[src/rtl/arm_tb_pkg.sv]
// ---------------------------------------------------------------------------
// arm_tb_pkg
// Shared definitions for the ARM core run sequencer: the sequencer state
// encoding, default run/reset lengths, the default forwarding mask for the
// classic "no forwarding, then forwarding" pair of runs, and a helper that
// sizes the mode index.
// ---------------------------------------------------------------------------
package arm_tb_pkg;

    // Sequencer states, in the order a normal sequence visits them
    typedef enum logic [2:0] {
        IDLE,
        RESET,
        RUN,
        NEXT,
        DONE
    } seq_state_e;

    localparam int DEF_RUN_CYCLES = 1000;
    localparam int DEF_RST_CYCLES = 2;
    localparam int DEF_CNT_W      = 16;

    // Bit m is forward_en for mode m: mode 0 without forwarding, mode 1 with
    localparam logic [1:0] FWD_PAIR_MASK = 2'b10;

    // A single mode still needs a one-bit index
    function automatic int mode_width(input int numModes);
        return (numModes > 1) ? $clog2(numModes) : 1;
    endfunction

endpackage

[src/rtl/arm_cycle_counter.sv]
// ---------------------------------------------------------------------------
// arm_cycle_counter
// Loadable, clearable up-counter with a terminal-value compare.
//
// Ports:
//   clk_i       : clock, rising edge
//   rst_ni      : asynchronous active-low reset (counter goes to 0)
//   clr_i       : synchronous clear (highest priority)
//   load_i      : synchronous load of load_val_i
//   load_val_i  : value loaded by load_i
//   inc_i       : increment by one (lowest priority)
//   term_val_i  : value compared against the current count
//   count_o     : current count
//   term_o      : high while count_o equals term_val_i
// ---------------------------------------------------------------------------
module arm_cycle_counter #(
    parameter int CNT_W = 16
) (
    input  logic             clk_i,
    input  logic             rst_ni,
    input  logic             clr_i,
    input  logic             load_i,
    input  logic [CNT_W-1:0] load_val_i,
    input  logic             inc_i,
    input  logic [CNT_W-1:0] term_val_i,
    output logic [CNT_W-1:0] count_o,
    output logic             term_o
);

    logic [CNT_W-1:0] count_q;
    logic [CNT_W-1:0] count_d;

    // Next count: clear wins over load, load wins over increment
    always_comb begin
        count_d = count_q;
        if (clr_i) begin
            count_d = '0;
        end else if (load_i) begin
            count_d = load_val_i;
        end else if (inc_i) begin
            count_d = count_q + CNT_W'(1);
        end
    end

    // Count register
    always_ff @(posedge clk_i or negedge rst_ni) begin
        if (!rst_ni) begin
            count_q <= '0;
        end else begin
            count_q <= count_d;
        end
    end

    assign count_o = count_q;
    assign term_o  = (count_q == term_val_i);

endmodule

[src/rtl/arm_test_sequencer.sv]
// ---------------------------------------------------------------------------
// arm_test_sequencer
// Run controller for the ARM pipeline core. For each of NUM_MODES
// configurations it holds the core in reset for RST_CYCLES cycles with the
// mode's forward_en applied, lets it run for up to RUN_CYCLES cycles (or
// until the core raises halt), and reports the executed cycle count.
//
// Ports:
//   clk        : clock, all state on the rising edge
//   rst        : asynchronous active-low reset
//   start      : begin a full sequence (only honoured when not busy)
//   halt       : core reached program end (only honoured while running)
//   dut_rst    : active-high reset to the core (low only while running)
//   forward_en : forwarding enable for the current mode
//   mode_idx   : current mode number
//   busy       : a sequence is in progress
//   mode_done  : one-cycle pulse after each mode's run ends
//   run_count  : cycles executed by the last completed mode
//   halted     : last completed mode ended on halt rather than timeout
//   done       : sticky, every mode has completed
// ---------------------------------------------------------------------------
module arm_test_sequencer
    import arm_tb_pkg::*;
#(
    parameter int                   NUM_MODES     = 2,
    parameter logic [NUM_MODES-1:0] MODE_FWD_MASK = FWD_PAIR_MASK,
    parameter int                   RST_CYCLES    = DEF_RST_CYCLES,
    parameter int                   RUN_CYCLES    = DEF_RUN_CYCLES,
    parameter int                   CNT_W         = DEF_CNT_W,
    parameter int                   MODE_W        = mode_width(NUM_MODES)
) (
    input  logic              clk,
    input  logic              rst,
    input  logic              start,
    input  logic              halt,
    output logic              dut_rst,
    output logic              forward_en,
    output logic [MODE_W-1:0] mode_idx,
    output logic              busy,
    output logic              mode_done,
    output logic [CNT_W-1:0]  run_count,
    output logic              halted,
    output logic              done
);

    localparam logic [MODE_W-1:0] LAST_MODE = MODE_W'(NUM_MODES - 1);
    // The reset counter starts at 0 on entry, so its last cycle shows RST_CYCLES-1
    localparam logic [CNT_W-1:0]  RST_TERM  = CNT_W'(RST_CYCLES - 1);
    localparam logic [CNT_W-1:0]  RUN_TERM  = CNT_W'(RUN_CYCLES);
    localparam logic [CNT_W-1:0]  RUN_FIRST = CNT_W'(1);

    seq_state_e        state_q;
    logic [MODE_W-1:0] modeIdx_q;
    logic [MODE_W-1:0] modeNext;
    logic              dutRst_q;
    logic              forwardEn_q;
    logic              busy_q;
    logic              modeDone_q;
    logic [CNT_W-1:0]  runCount_q;
    logic              halted_q;
    logic              done_q;

    logic [CNT_W-1:0]  rstCnt;
    logic [CNT_W-1:0]  runCnt;
    logic              rstTerm;
    logic              runTerm;
    logic              runExit;
    logic              rstCntClr;
    logic              rstCntInc;
    logic              runCntClr;
    logic              runCntLoad;
    logic              runCntInc;
    logic              unusedRstCnt;

    // Counter steering. The reset counter sits at 0 outside RESET and counts
    // through it. The run counter is preloaded to 1 during RESET so the first
    // RUN cycle already reads 1, and it freezes on the exit cycle so the value
    // latched into run_count includes that cycle.
    always_comb begin
        runExit    = (state_q == RUN) && (halt || runTerm);
        rstCntClr  = (state_q != RESET);
        rstCntInc  = (state_q == RESET);
        runCntLoad = (state_q == RESET);
        runCntClr  = (state_q != RESET) && (state_q != RUN);
        runCntInc  = (state_q == RUN) && !runExit;
    end

    assign modeNext = modeIdx_q + 1'b1;

    arm_cycle_counter #(
        .CNT_W (CNT_W)
    ) u_rst_counter (
        .clk_i      (clk),
        .rst_ni     (rst),
        .clr_i      (rstCntClr),
        .load_i     (1'b0),
        .load_val_i ('0),
        .inc_i      (rstCntInc),
        .term_val_i (RST_TERM),
        .count_o    (rstCnt),
        .term_o     (rstTerm)
    );

    arm_cycle_counter #(
        .CNT_W (CNT_W)
    ) u_run_counter (
        .clk_i      (clk),
        .rst_ni     (rst),
        .clr_i      (runCntClr),
        .load_i     (runCntLoad),
        .load_val_i (RUN_FIRST),
        .inc_i      (runCntInc),
        .term_val_i (RUN_TERM),
        .count_o    (runCnt),
        .term_o     (runTerm)
    );

    // Only the terminal flag of the reset counter matters here
    assign unusedRstCnt = ^rstCnt;

    // Sequencer FSM. Every output is a register loaded on the transition into
    // the state it belongs to, so the core sees clean, glitch-free controls.
    always_ff @(posedge clk or negedge rst) begin
        if (!rst) begin
            state_q     <= IDLE;
            modeIdx_q   <= '0;
            dutRst_q    <= 1'b1;
            forwardEn_q <= MODE_FWD_MASK[0];
            busy_q      <= 1'b0;
            modeDone_q  <= 1'b0;
            runCount_q  <= '0;
            halted_q    <= 1'b0;
            done_q      <= 1'b0;
        end else begin
            modeDone_q <= 1'b0;
            case (state_q)
                IDLE, DONE: begin
                    dutRst_q <= 1'b1;
                    if (start) begin
                        state_q     <= RESET;
                        modeIdx_q   <= '0;
                        forwardEn_q <= MODE_FWD_MASK[0];
                        busy_q      <= 1'b1;
                        done_q      <= 1'b0;
                    end
                end
                RESET: begin
                    if (rstTerm) begin
                        state_q  <= RUN;
                        dutRst_q <= 1'b0;
                    end
                end
                RUN: begin
                    if (runExit) begin
                        state_q    <= NEXT;
                        dutRst_q   <= 1'b1;
                        modeDone_q <= 1'b1;
                        runCount_q <= runCnt;
                        halted_q   <= halt;
                    end
                end
                NEXT: begin
                    if (modeIdx_q == LAST_MODE) begin
                        state_q <= DONE;
                        busy_q  <= 1'b0;
                        done_q  <= 1'b1;
                    end else begin
                        state_q     <= RESET;
                        modeIdx_q   <= modeNext;
                        forwardEn_q <= MODE_FWD_MASK[modeNext];
                    end
                end
                default: begin
                    state_q  <= IDLE;
                    dutRst_q <= 1'b1;
                    busy_q   <= 1'b0;
                end
            endcase
        end
    end

    assign dut_rst    = dutRst_q;
    assign forward_en = forwardEn_q;
    assign mode_idx   = modeIdx_q;
    assign busy       = busy_q;
    assign mode_done  = modeDone_q;
    assign run_count  = runCount_q;
    assign halted     = halted_q;
    assign done       = done_q;

endmodule

[config.mk]
export PLATFORM = sky130hd
export DESIGN_NAME = arm_test_sequencer
export DESIGN_NICKNAME = d
export VERILOG_FILES = /design/src/rtl/arm_tb_pkg.sv /design/src/rtl/arm_cycle_counter.sv /design/src/rtl/arm_test_sequencer.sv
export SDC_FILE = /design/constraint.sdc
export NUM_CORES = 1
export LEC_CHECK = 0
export ABC_AREA = 1
export CAP_MARGIN = 5
export CORE_ASPECT_RATIO = 0.5
export CORE_MARGIN = 2
export CORE_UTILIZATION = 60
export CTS_BUF_LIST = sky130_fd_sc_hd__clkbuf_16
export DETAILED_ROUTE_END_ITERATION = 6
export GPL_TIMING_DRIVEN = 0
export HOLD_SLACK_MARGIN = 0.02
export PLACE_DENSITY = 0.92
export SLEW_MARGIN = 15
export SYNTH_ARGS = -nofsm -noshare
export SYNTH_HDL_FRONTEND = slang
export SYNTH_SLANG_ARGS = --single-unit
[constraint.sdc]
create_clock -name clk -period 2.5 [get_ports clk]
set_input_delay 0.375 -clock clk [delete_from_list [all_inputs] [get_ports clk]]
set_output_delay 0.375 -clock clk [all_outputs]
set_load 0.01 [all_outputs]
# [Word level (Yosys, flattened, before mapping)]
# Cells that the tools add are included.
[totals] register_bits=58 input_bits=4 out_inout_bits=23 word_cells=75
[classes] addsub=3 magnitude_cmp=1 n_eq_ne=13 n_mux=27 bitwise=2 reduce_logical=18
[ops] op="$mux 16" n=5
[ops] op="$add 16x1->16 const B" n=2
[ops] op="$eq 16x1->1 const B" n=1
[ops] op="$eq 16x10->1 const B" n=1
[ops] op="$reduce_and 3->1" n=5
[ops] op="$mux 1" n=12
[ops] op="$mux 3" n=4
[ops] op="$pmux 3 s4" n=1
[ops] op="$ne 2x2->1 const B" n=5
[ops] op="$eq 3x2->1 const B" n=2
[ops] op="$pmux 1 s2" n=3
[ops] op="$pmux 1 s3" n=2
[ops] op="$reduce_and 2->1" n=2
[ops] op="$reduce_bool 2->1" n=2
[ops] op="$reduce_or 2->1" n=2
[ops] op="$eq 3x1->1 const B" n=1
[ops] op="$eq 3x3->1 const B" n=1
[ops] op="$logic_and 1x1->1" n=3
[ops] op="$logic_not 3->1" n=1
[ops] op="$ne 3x1->1 const B" n=1
[ops] op="$ne 3x2->1 const B" n=1
[ops] op="$reduce_bool 3->1" n=1
[ops] op="$lt 1x2->1 const B" n=1
[ops] op="$not 1->1" n=2
[ops] op="3 further kinds" n=3

# [Depth between registers and ports, before layout]
# Gate-level depths: netlist (run 1).
[logic_depth] word_depth=8 depth_mapped=10 depth_no_buf=10

# [Modules after synthesis]
# From an unflattened synthesis (run 1), not the netlist that was laid out.
[hier_totals] hier_cells=558 hier_area_um2=3901.2
[by_module_without_submodules] mod="arm_cycle_counter" n_inst=2 cells_each=213 area_per_inst_um2=1397.6 seq_area_each_um2=400.4
[by_module_without_submodules] mod="arm_test_sequencer" n_inst=1 cells_each=132 area_per_inst_um2=1106.1 seq_area_each_um2=651.9

# [Worst setup path before layout (run 1)]
# Ideal clock, no wire load.
[synth_path] path_kind="register to register" start="register u_run_counter.count_q[1], in the netlist u_run_counter.count_o[1]" end="register runCount_q[6], in the netlist run_count[6]" setup_ps=119 arrival_time_ps=1342 required_ps=2381 slack_ps=1039 path_stages_with_launch=11 n_path_buf=1 period_less_slack_ps=1461 path_cell_list="dfrtp_1 -> inv_1 -> ha_1 -> nand3_1 -> nor2_1 -> nand2_1 -> nand2_2 -> nand2_4 -> buf_6 -> nand2_1 -> o21ai_2"
[synth_via] elab_chain_cells=4
[synth_rtl] element="start, declared" line="arm_cycle_counter.sv:30" text="logic [CNT_W-1:0] count_q;"
[synth_rtl] element="start signal, assigned" line="arm_cycle_counter.sv:50" text="count_q <= count_d;"
[synth_rtl] element="$eq 16x10->1" line="arm_cycle_counter.sv:55" text="assign term_o = (count_q == term_val_i);"
[synth_rtl] element="$logic_or 1x1->1" line="arm_test_sequencer.sv:80" text="runExit = (state_q == RUN) && (halt || runTerm);"
[synth_rtl] element="$logic_and 1x1->1" line="arm_test_sequencer.sv:80"
[synth_rtl] element="$reduce_and 2->1 (no line)"
[synth_rtl] element="end signal, assigned" line="arm_test_sequencer.sv:158" text="runCount_q <= runCnt;"
[synth_rtl] element="end, declared" line="arm_test_sequencer.sv:59" text="logic [CNT_W-1:0] runCount_q;"
# Every way passes these cells.
# A chain may end at the register's enable or synchronous reset.

# [Final worst setup path (run 1)]
[layout_path] start="register u_run_counter.count_q[0], in the netlist u_run_counter.count_o[0]" end="register dutRst_q, in the netlist dut_rst"
[layout_via] elab_chain_cells=5
[layout_rtl] element="$eq 16x10->1" line="arm_cycle_counter.sv:55"
[layout_rtl] element="$logic_or 1x1->1" line="arm_test_sequencer.sv:80"
[layout_rtl] element="$logic_and 1x1->1" line="arm_test_sequencer.sv:80"
[layout_rtl] element="$ne 2x2->1 (no line)"
[layout_rtl] element="$reduce_and 3->1 (no line)"
[layout_rtl] element="end signal, assigned" line="arm_test_sequencer.sv:127" text="dutRst_q <= 1'b1;"
[layout_rtl] element="end signal, assigned" line="arm_test_sequencer.sv:138" text="dutRst_q <= 1'b1;"
[layout_rtl] element="end signal, assigned" line="arm_test_sequencer.sv:150" text="dutRst_q <= 1'b0;"
[layout_rtl] element="end, declared" line="arm_test_sequencer.sv:55" text="logic dutRst_q;"
# Every way passes these cells.

==> results.toml, run 1 <==
[finish]
layout-drive-gt1-share = 0.1000
final_common_cell = "nand2_1"
syn2layout_area_growth_pct = 22.56
final_nets = 403
fill_cells = 272
insertedDiodeCount = 0
most-common-layout-cells = "nand2_1, dfrtp_1, inv_1, nor2_1, clkdlybuf4s50_1"

[route]
wl_per_cell_microns = 17.58
vias = 2812
drc = 0
ant_nets = 0
routed_wl_mm = 8.193
vias_per_cell = 6.034
dr.pass1.iters = 5
drt_iter0_drc = 245

[die]
core_sq_mm = 0.004509
dieArea_sq_mm = 0.005402
top_level_ports = 27
rows = 17
die_h_microns = 52.98
dieWidth_microns = 102.0
start_util = 0.6385

[synthesis]
synthesis.area_sq_mm = 0.002879
syn_inst = 358
synth_warnings = 0
synth_edf_count = 0
yosysUniqueCellTypes = 28
synthArstFlopShare = 1.000
syn_nets = 366
yosysSeqAreaShare = 0.5046
synth_seq_cells = 58
synth_ff_type = "dfrtp_1"
syn_avg_cell_area_sq_um = 8.042

[worst_setup_path]
crit_fanout = 10
crit_path_end = "dut_rst"
r2r_slack_ns = 0.57
worst_ep_required_time_ns = 2.76
r2r-end = "dut_rst"
path_class = "register to register"
reg2regPathDepth = 9
critPathCaptureType = "register"
r2r-start = "u_run_counter.count_o[0]"
startpoint = "u_run_counter.count_o[0]"
cp.arrival_ns = 2.19
crit_path_start_kind = "register"

[cts]
cts_root_buf = "clkbuf_16"
cts_resized = 0
insertion_delay_ns = 0.33
clkSinkCount = 58
htreeDepth = 3
cts_hold_buf = 0
clk_pin_slew_ns = 0.05
clock_path_buffers = 2
cts_buffers = 9
post-cts-setup-buffers = 0
cts_tree = "done"

[sta]
worst_pin_slew_ns = 0.7230
rsz0062_at_grt = "no"
drv_slew = 0
fin_skew_ns = 0.003715
finalHoldViolCount = 0
slew-limit-headroom = 0.5180
timing.hold.ws_ns = 0.09361
min_period_over_period = 0.7709
setup_viol = 0
max_freq_ghz = 0.5189
min_period_ns = 1.927

[status]
status = "finished, final reports clean"

[global_route]
grt-busiest-layer = "met2"
grt_pass1_wl_mm = 13.48
overflow = 0
grt_max_degree = 59
use_met3 = 0.09247
grt_pass1_vias = 2816
antenna_found_initial = 0
grt_usage = 0.3421
gr-usage-met2 = 0.6151
use_met1 = 0.3740

[power_and_ir_drop]
vdd_drop_max_uv = 577.4
powerDensity_mw_per_mm2 = 925.4
leakagePower_nw = 1.732
total_power_w = 0.003265

[hold_path]
hold_path.class = "primary input to asynchronous set/reset pin"

[flow_run]
drv_cap = 0

[placement]
dpl.hpwl_mm = 4.620
port_buffers = 26
gp_congestion = 0.9334
## stage by stage
| stage | setup WS (ns) | instances | instance area, sq um | TNS (ns) | util |
|---|---|---|---|---|---|
| 2_1_floorplan | 1.039 | 358 | 2879 | 0 | - |
| 3_5_place_dp | 0.7760 | 450 | 3219 | 0 | 0.7139 |
| 5_1_grt | 0.4737 | 466 | 3528 | 0 | 0.7825 |
| 6_report | 0.5728 | 466 | 3528 | 0 | 0.7825 |
| 4_1_cts | 0.6234 | 466 | 3528 | 0 | 0.7825 |
| 3_3_place_gp | -0.6320 | 450 | 3222 | -35.88 | 0.7145 |
## where the power goes
group          internal, W  switching [W]  leakage (nW)
combinational     0.000294       0.000536         0.783
clock             0.000860       0.000426         0.156
sequential         0.00105      0.0000953         0.792
total              0.00221        0.00106          1.73
## worst max-delay path, cell delays in order (launching register included)
cell and delay, ns:
dfrtp_1 0.42, inv_1 0.14, ha_1 0.20, nand3_1 0.11, nor2_1 0.13, nand2_1 0.13, nand3_1 0.25, buf_4 0.25
nand3_1 0.11, nand2_1 0.12
## synthesized netlist by cell type, types with 2 or more instances
master	n	area (sq um)
inv_2	2	7.510
o21bai_1	2	15.01
nor2_1	47	176.4
inv_1	47	176.4
o21ai_2	9	78.83
nor3_1	2	10.01
buf_2	2	10.01
buf_6	3	33.78
nand3_1	24	120.1
o21ai_1	4	20.02
nand2_2	2	12.51
nand4_1	4	25.02
dfrtp_1	57	1426
nand2_1	100	375.4
o21ai_0	16	80.08
o22ai_1	5	31.28
ha_1	4	50.05
xor2_1	9	78.83
a21oi_1	10	50.05
## kinds of logic (layout without fill, tap and decap cells)
family	count (synthesis)	in the layout	synth area share
XOR/XNOR	10	10	0.03042
adder cells (fa/ha/maj)	4	4	0.01738
buffers and inverters	55	97	0.08171
AO/OA/AOI/OAI	47	47	0.09822
AND/OR/NAND/NOR	184	184	0.2677
flip-flops	58	58	0.5046
## final cells by class
cell class                 count  area (sq um)  area share
buffer                         6         51.30     0.01454
clock buffer                   9         225.2     0.06383
clock inverter                 7         83.83     0.02376
inverter                      49         183.9     0.05213
multi-input combinational    245          1191      0.3376
sequential                    58          1453      0.4117
tap                           66         82.58     0.02340
timing repair buffer          26         257.7     0.07305
## flip-flops by register name, summed over array words and instances, names as in the netlist, 3 cells and up
signal                 flops
run_count                 16
u_rst_counter.count_o     16
u_run_counter.count_o     16
state_q                    3
## metal layers
layer,wire length [microns],vias to the layer above
li1,-,1204
met1,2986,1329
met2,4155,218
met3,635,61
met4,415,0
met5,0,-
## worst min-delay path by stage
| stage | startpoint | cells past startpoint | endpoint | slack (ns) |
|---|---|---|---|---|
| 6_report | rst | 1 | u_run_counter.count_o[12] | 0.09 |
| 5_1_grt | rst | 1 | u_run_counter.count_o[1] | 0.18 |
| 4_1_cts | rst | 1 | u_run_counter.count_o[1] | 0.13 |
| 3_5_place_dp | run_count[9] | 2 | run_count[9] | 0.46 |
| 3_3_place_gp | run_count[10] | 2 | run_count[10] | 0.46 |
| 2_1_floorplan | rst | 0 | busy | 0.08 |
No activity file was read; power rests on OpenSTA's default activity.
==> inputs of run 2 (changes only) <==
--- a/config.mk
+++ b/config.mk
@@ -9,12 +9,12 @@
 export CAP_MARGIN = 5
 export CORE_ASPECT_RATIO = 0.5
 export CORE_MARGIN = 2
-export CORE_UTILIZATION = 60
+export CORE_UTILIZATION = 57
 export CTS_BUF_LIST = sky130_fd_sc_hd__clkbuf_16
 export DETAILED_ROUTE_END_ITERATION = 6
 export GPL_TIMING_DRIVEN = 0
 export HOLD_SLACK_MARGIN = 0.02
-export PLACE_DENSITY = 0.92
+export PLACE_DENSITY = 0.88
 export SLEW_MARGIN = 15
 export SYNTH_ARGS = -nofsm -noshare
 export SYNTH_HDL_FRONTEND = slang
==> constraint.sdc (replaced) <==
create_clock -name clk -period 1.95 [get_ports clk]
set_input_delay 0.2925 -clock clk [delete_from_list [all_inputs] [get_ports clk]]
set_output_delay 0.2925 -clock clk [all_outputs]
set_load 0.01 [all_outputs]
==> run 2 against run 1 <==
Worst hold slack got worse by 0.073 ns. Combinational power increased by 20%. Largest power group is now sequential cells. Final cell count up 0.64%. Worst setup slack got worse by 0.35 ns. Register-to-register slack got worse by 0.35 ns.
==> results.toml, run 2 (synthesis results as in run 1) <==
[worst_setup_path]
critPathCaptureType = "register"
cp.arrival_ns = 1.93
worst_ep_required_time_ns = 2.16
path_class = "register to register"
crit_path_start_kind = "register"
crit_fanout = 10

[cts]
insertion_delay_ns = 0.32
post-cts-setup-buffers = 0
htreeDepth = 3
cts_hold_buf = 0
clk_pin_slew_ns = 0.05
clkSinkCount = 58
cts_tree = "done"
clock_path_buffers = 2
cts_buffers = 9
cts_root_buf = "clkbuf_16"
cts_resized = 0

[finish]
fill_cells = 343
final_nets = 403
fin_area_sq_mm = 0.003481
final_common_cell = "nand2_1"
finalNonFillerCells = 469
insertedDiodeCount = 0
syn2layout_area_growth_pct = 20.90
most-common-layout-cells = "nand2_1, dfrtp_1, inv_1"
layout-drive-gt1-share = 0.09524

[flow_run]
drv_cap = 0

[route]
vias = 2468
drt_iter0_drc = 164
ant_nets = 0
vias_per_cell = 5.262
dr.pass1.iters = 6
drc = 0
wl_per_cell_microns = 13.20
routed_wl_mm = 6.191

[sta]
rsz0062_at_grt = "no"
setup_viol = 0
fin_skew_ns = 0.006100
min_period_over_period = 0.8853
max_freq_ghz = 0.5793
setup_slack_ns = 0.2237
worst_pin_slew_ns = 0.7316
finalHoldViolCount = 0
drv_slew = 0
slew-limit-headroom = 0.5123
min_period_ns = 1.726

[global_route]
overflow = 0
grt_pass1_vias = 2308
antenna_found_initial = 0
grt_usage = 0.2397
grt_max_degree = 59
grt_pass1_wl_mm = 10.19

[die]
core_sq_mm = 0.004887
dieArea_sq_mm = 0.005670
rows = 18
start_util = 0.5891
top_level_ports = 27
die_h_microns = 54.26
dieWidth_microns = 104.5

[power_and_ir_drop]
vdd_drop_max_uv = 560.2
total_power_w = 0.003786
powerDensity_mw_per_mm2 = 1088
leakagePower_nw = 1.707

[status]
status = "finished, final reports clean"

[hold_path]
hold_path.class = "primary input to asynchronous set/reset pin"

[placement]
dpl.hpwl_mm = 4.123
gp_congestion = 0.8866
dpl_cell_area_sq_mm = 0.003224
port_buffers = 26
dp_worst_setup_slack_ns = 0.2873
dp.cells = 454
-- run 2: worst paths after layout --
kind                                  to  cells after the start                     start  slack, ns
setup / recovery            run_count[4]                     10  u_run_counter.count_o[0]       0.22
hold / removal             run_count[13]                      1                       rst       0.02
setup reg to reg            run_count[4]                     10  u_run_counter.count_o[0]       0.22
hold reg to reg             run_count[9]                      2              run_count[9]       0.48
max in group asynchronous       mode_idx                      1                       rst       1.43
min in group clk            run_count[9]                      2              run_count[9]       0.48
-- run 2: layer usage --
layer / global-route usage / wire length [microns] / up-vias
met3: 0.07738 / 363 / 13
li1: - / - / 1211
met5: 0 / 0 / -
met4: 0.1239 / 102 / 0
met2: 0.4194 / 3044 / 85
met1: 0.2780 / 2680 / 1159
-- run 2: power by group --
part           internal, W  total (W)  leakage [nW]  switching [W]
combinational     0.000378   0.000994         0.784       0.000616
clock             0.000827    0.00133         0.131       0.000503
sequential         0.00135    0.00146         0.792       0.000110
-- run 2: worst max-delay path, cell delays in order, from the launching register on --
cell and delay (ns):
dfrtp_1 0.40, inv_1 0.13, ha_1 0.19, nand3_1 0.08, nor2_1 0.11, nand2_1 0.12
nand2_2 0.13, nand2_4 0.13, buf_6 0.19, nand2_1 0.08, o21ai_2 0.05
-- run 2: layout make-up --
type / instances / area [sq um] / area share
flip-flops and latches: 58 / 1453 / 0.4173
multi-input cells: 245 / 1196 / 0.3436
repair buffers: 26 / 257.7 / 0.07405
clock buffers: 9 / 225.2 / 0.06470
inverters: 49 / 183.9 / 0.05284
well taps: 70 / 87.58 / 0.02516
plain buffers: 6 / 51.30 / 0.01474
clock inverters: 6 / 26.28 / 0.007549
-- run 2: per-stage QoR --
| stage | hold WS (ns) | setup TNS (ns) | utilization |
|---|---|---|---|
| after global placement | 0.4620 | -63.10 | 0.6603 |
| after detailed placement | 0.3995 | 0 | 0.6598 |
| final | 0.02078 | 0 | 0.7122 |
| after floorplan | -0.003091 | 0 | - |
| after CTS | 0.05466 | 0 | 0.7112 |
| after global routing | 0.09345 | 0 | 0.7122 |
==> inputs of run 3 (changes only) <==
--- a/config.mk
+++ b/config.mk
@@ -15,6 +15,7 @@
 export GPL_TIMING_DRIVEN = 0
 export HOLD_SLACK_MARGIN = 0.02
 export PLACE_DENSITY = 0.88
+export SETUP_SLACK_MARGIN = 0.5
 export SLEW_MARGIN = 15
 export SYNTH_ARGS = -nofsm -noshare
 export SYNTH_HDL_FRONTEND = slang
==> run 3 against run 2 <==
Critical path type unchanged. The run now ends with design-rule violations left. Critical endpoint is now run_count[10]. Fmax fell by 6.9%. Highest routed layer unchanged. Die area did not move. Sequential power rose by 5%. Critical path depth fell by 1.
==> results.toml, run 3 (synthesis results as in run 1) <==
[hold_path]
hold_path.class = "primary input to asynchronous set/reset pin"

[global_route]
antenna_found_initial = 0
grt_pass1_wl_mm = 15.22
grt_pass1_vias = 2918
overflow = 0
grt_usage = 0.3681
grt_max_degree = 59

[sta]
rsz0062_at_grt = "yes"
drv_slew = 0
min_period_ns = 1.854
max_freq_ghz = 0.5394
fin_skew_ns = 0.006545
finalHoldViolCount = 0
worst_pin_slew_ns = 0.7324
min_period_over_period = 0.9507
slew-limit-headroom = 0.5117
setup_viol = 0

[route]
drc = 25
dr_wl_met2_mm = 5.358
vias = 3451
vias_per_cell = 6.727
wl_met3_mm = 1.879
ant_nets = 0
drt_iter0_drc = 565
dr.pass1.iters = 7
routedLengthMet1_mm = 4.385
wl_per_cell_microns = 25.56
highest_layer = "met4"
routed_wl_mm = 13.11

[die]
rows = 18
core_sq_mm = 0.004887
dieWidth_microns = 104.5
start_util = 0.5891
die_h_microns = 54.26
dieArea_sq_mm = 0.005670
top_level_ports = 27

[status]
violations = "design-rule violations"
status = "finished, violations left"

[finish]
most-common-layout-cells = "nand2_1, dfrtp_1, inv_1"
fin_area_sq_mm = 0.004384
layout-drive-gt1-share = 0.4086
final_nets = 447
final_common_cell = "nand2_1"
utilization = 0.8971
insertedDiodeCount = 0
syn2layout_area_growth_pct = 52.28

[worst_setup_path]
path_class = "register to register"
r2r-start = "u_run_counter.count_o[4]"
startpoint = "u_run_counter.count_o[4]"
r2r-end = "run_count[10]"
r2r_slack_ns = 0.1
crit_path_start_kind = "register"
reg2regPathDepth = 9
worst_ep_required_time_ns = 2.16
crit_fanout = 5
critPathCaptureType = "register"
cp.arrival_ns = 2.07

[cts]
insertion_delay_ns = 0.34
clkSinkCount = 58
htreeDepth = 3
cts_buffers = 9
clock_path_buffers = 2
clk_pin_slew_ns = 0.05
cts_tree = "done"
cts_root_buf = "clkbuf_16"

[placement]
gp_congestion = 0.8872
port_buffers = 26
dpl_cell_area_sq_mm = 0.003224
dpl.hpwl_mm = 4.387

[power_and_ir_drop]
vdd_drop_max_uv = 1013
total_power_w = 0.004875
leakagePower_nw = 2.233
powerDensity_mw_per_mm2 = 1112

[flow_run]
drv_cap = 0
run 3: changes by cell type in the layout (fill, tap and decap cells not counted), moves of 12 or more:
cell	previous run	this run
nand2_1	100	64
nor2_1	47	31
clkdlybuf4s50_1	25	2
nand2_2	2	25
buf_4	2	33
nand2_4	1	13
dlygate4sd2_1	0	22
run 3: cell type report:
type	count	area, sq um
Buffer	6	75.07
Multi-Input combinational cell	246	1609
Tap cell	70	87.58
Sequential cell	58	1463
Fill cell	154	503.0
Inverter	49	210.2
Timing Repair Buffer	69	655.6
Clock buffer	9	225.2
Clock inverter	6	58.81
run 3: how the worst max path moves through the flow:
stage | end | slack (ns)
6_report | run_count[10] | 0.1
4_1_cts | u_run_counter.count_o[8] | 0.39
5_1_grt | state_q[2] | 0.03
2_1_floorplan | run_count[6] | 0.52
3_3_place_gp | u_rst_counter.count_o[10] | -1.10
3_5_place_dp | u_rst_counter.count_o[12] | 0.23
run 3: layer usage:
| layer | vias up | GRT usage |
|---|---|---|
| li1 | 1295 | - |
| met1 | 1563 | 0.4178 |
| met2 | 413 | 0.6057 |
| met3 | 180 | 0.1262 |
| met4 | 0 | 0.2815 |
| met5 | - | 0 |
run 3: report_power, final:
part	internal, W	switching, W	total, W
clock network	0.000971	0.000586	0.00156
registers	0.00135	0.000179	0.00153
logic	0.000679	0.00111	0.00179
run 3: timing repair:
action                                  CTS  global route
endpoints found under the setup margin   71            52
gates resized for setup                  87            87
pin swaps                                11            26
hold buffers                              0             0
buffers inserted                         21            18
gates cloned                              5             0
run 3: through the flow:
step	cells	setup TNS (ns)	setup WS, ns	hold WS, ns
after detailed placement	454	0	0.2316	0.3971
after floorplan	358	0	0.5207	-0.003091
after global placement	454	-63.27	-1.104	0.4620
after global routing	513	0	0.02973	0.09357
final	513	0	0.09611	0.01373
after CTS	495	0	0.3893	0.04661
run 3: worst max-delay path, stage by stage, from the launching register on:
cell and delay (ns):
dfrtp_1 0.48, nor2_1 0.20, nand2_1 0.12, nor2_2 0.15, nand2_2 0.12, nand2_4 0.15, nand2_8 0.11, buf_8 0.16
nand2_1 0.13, nand2_2 0.11
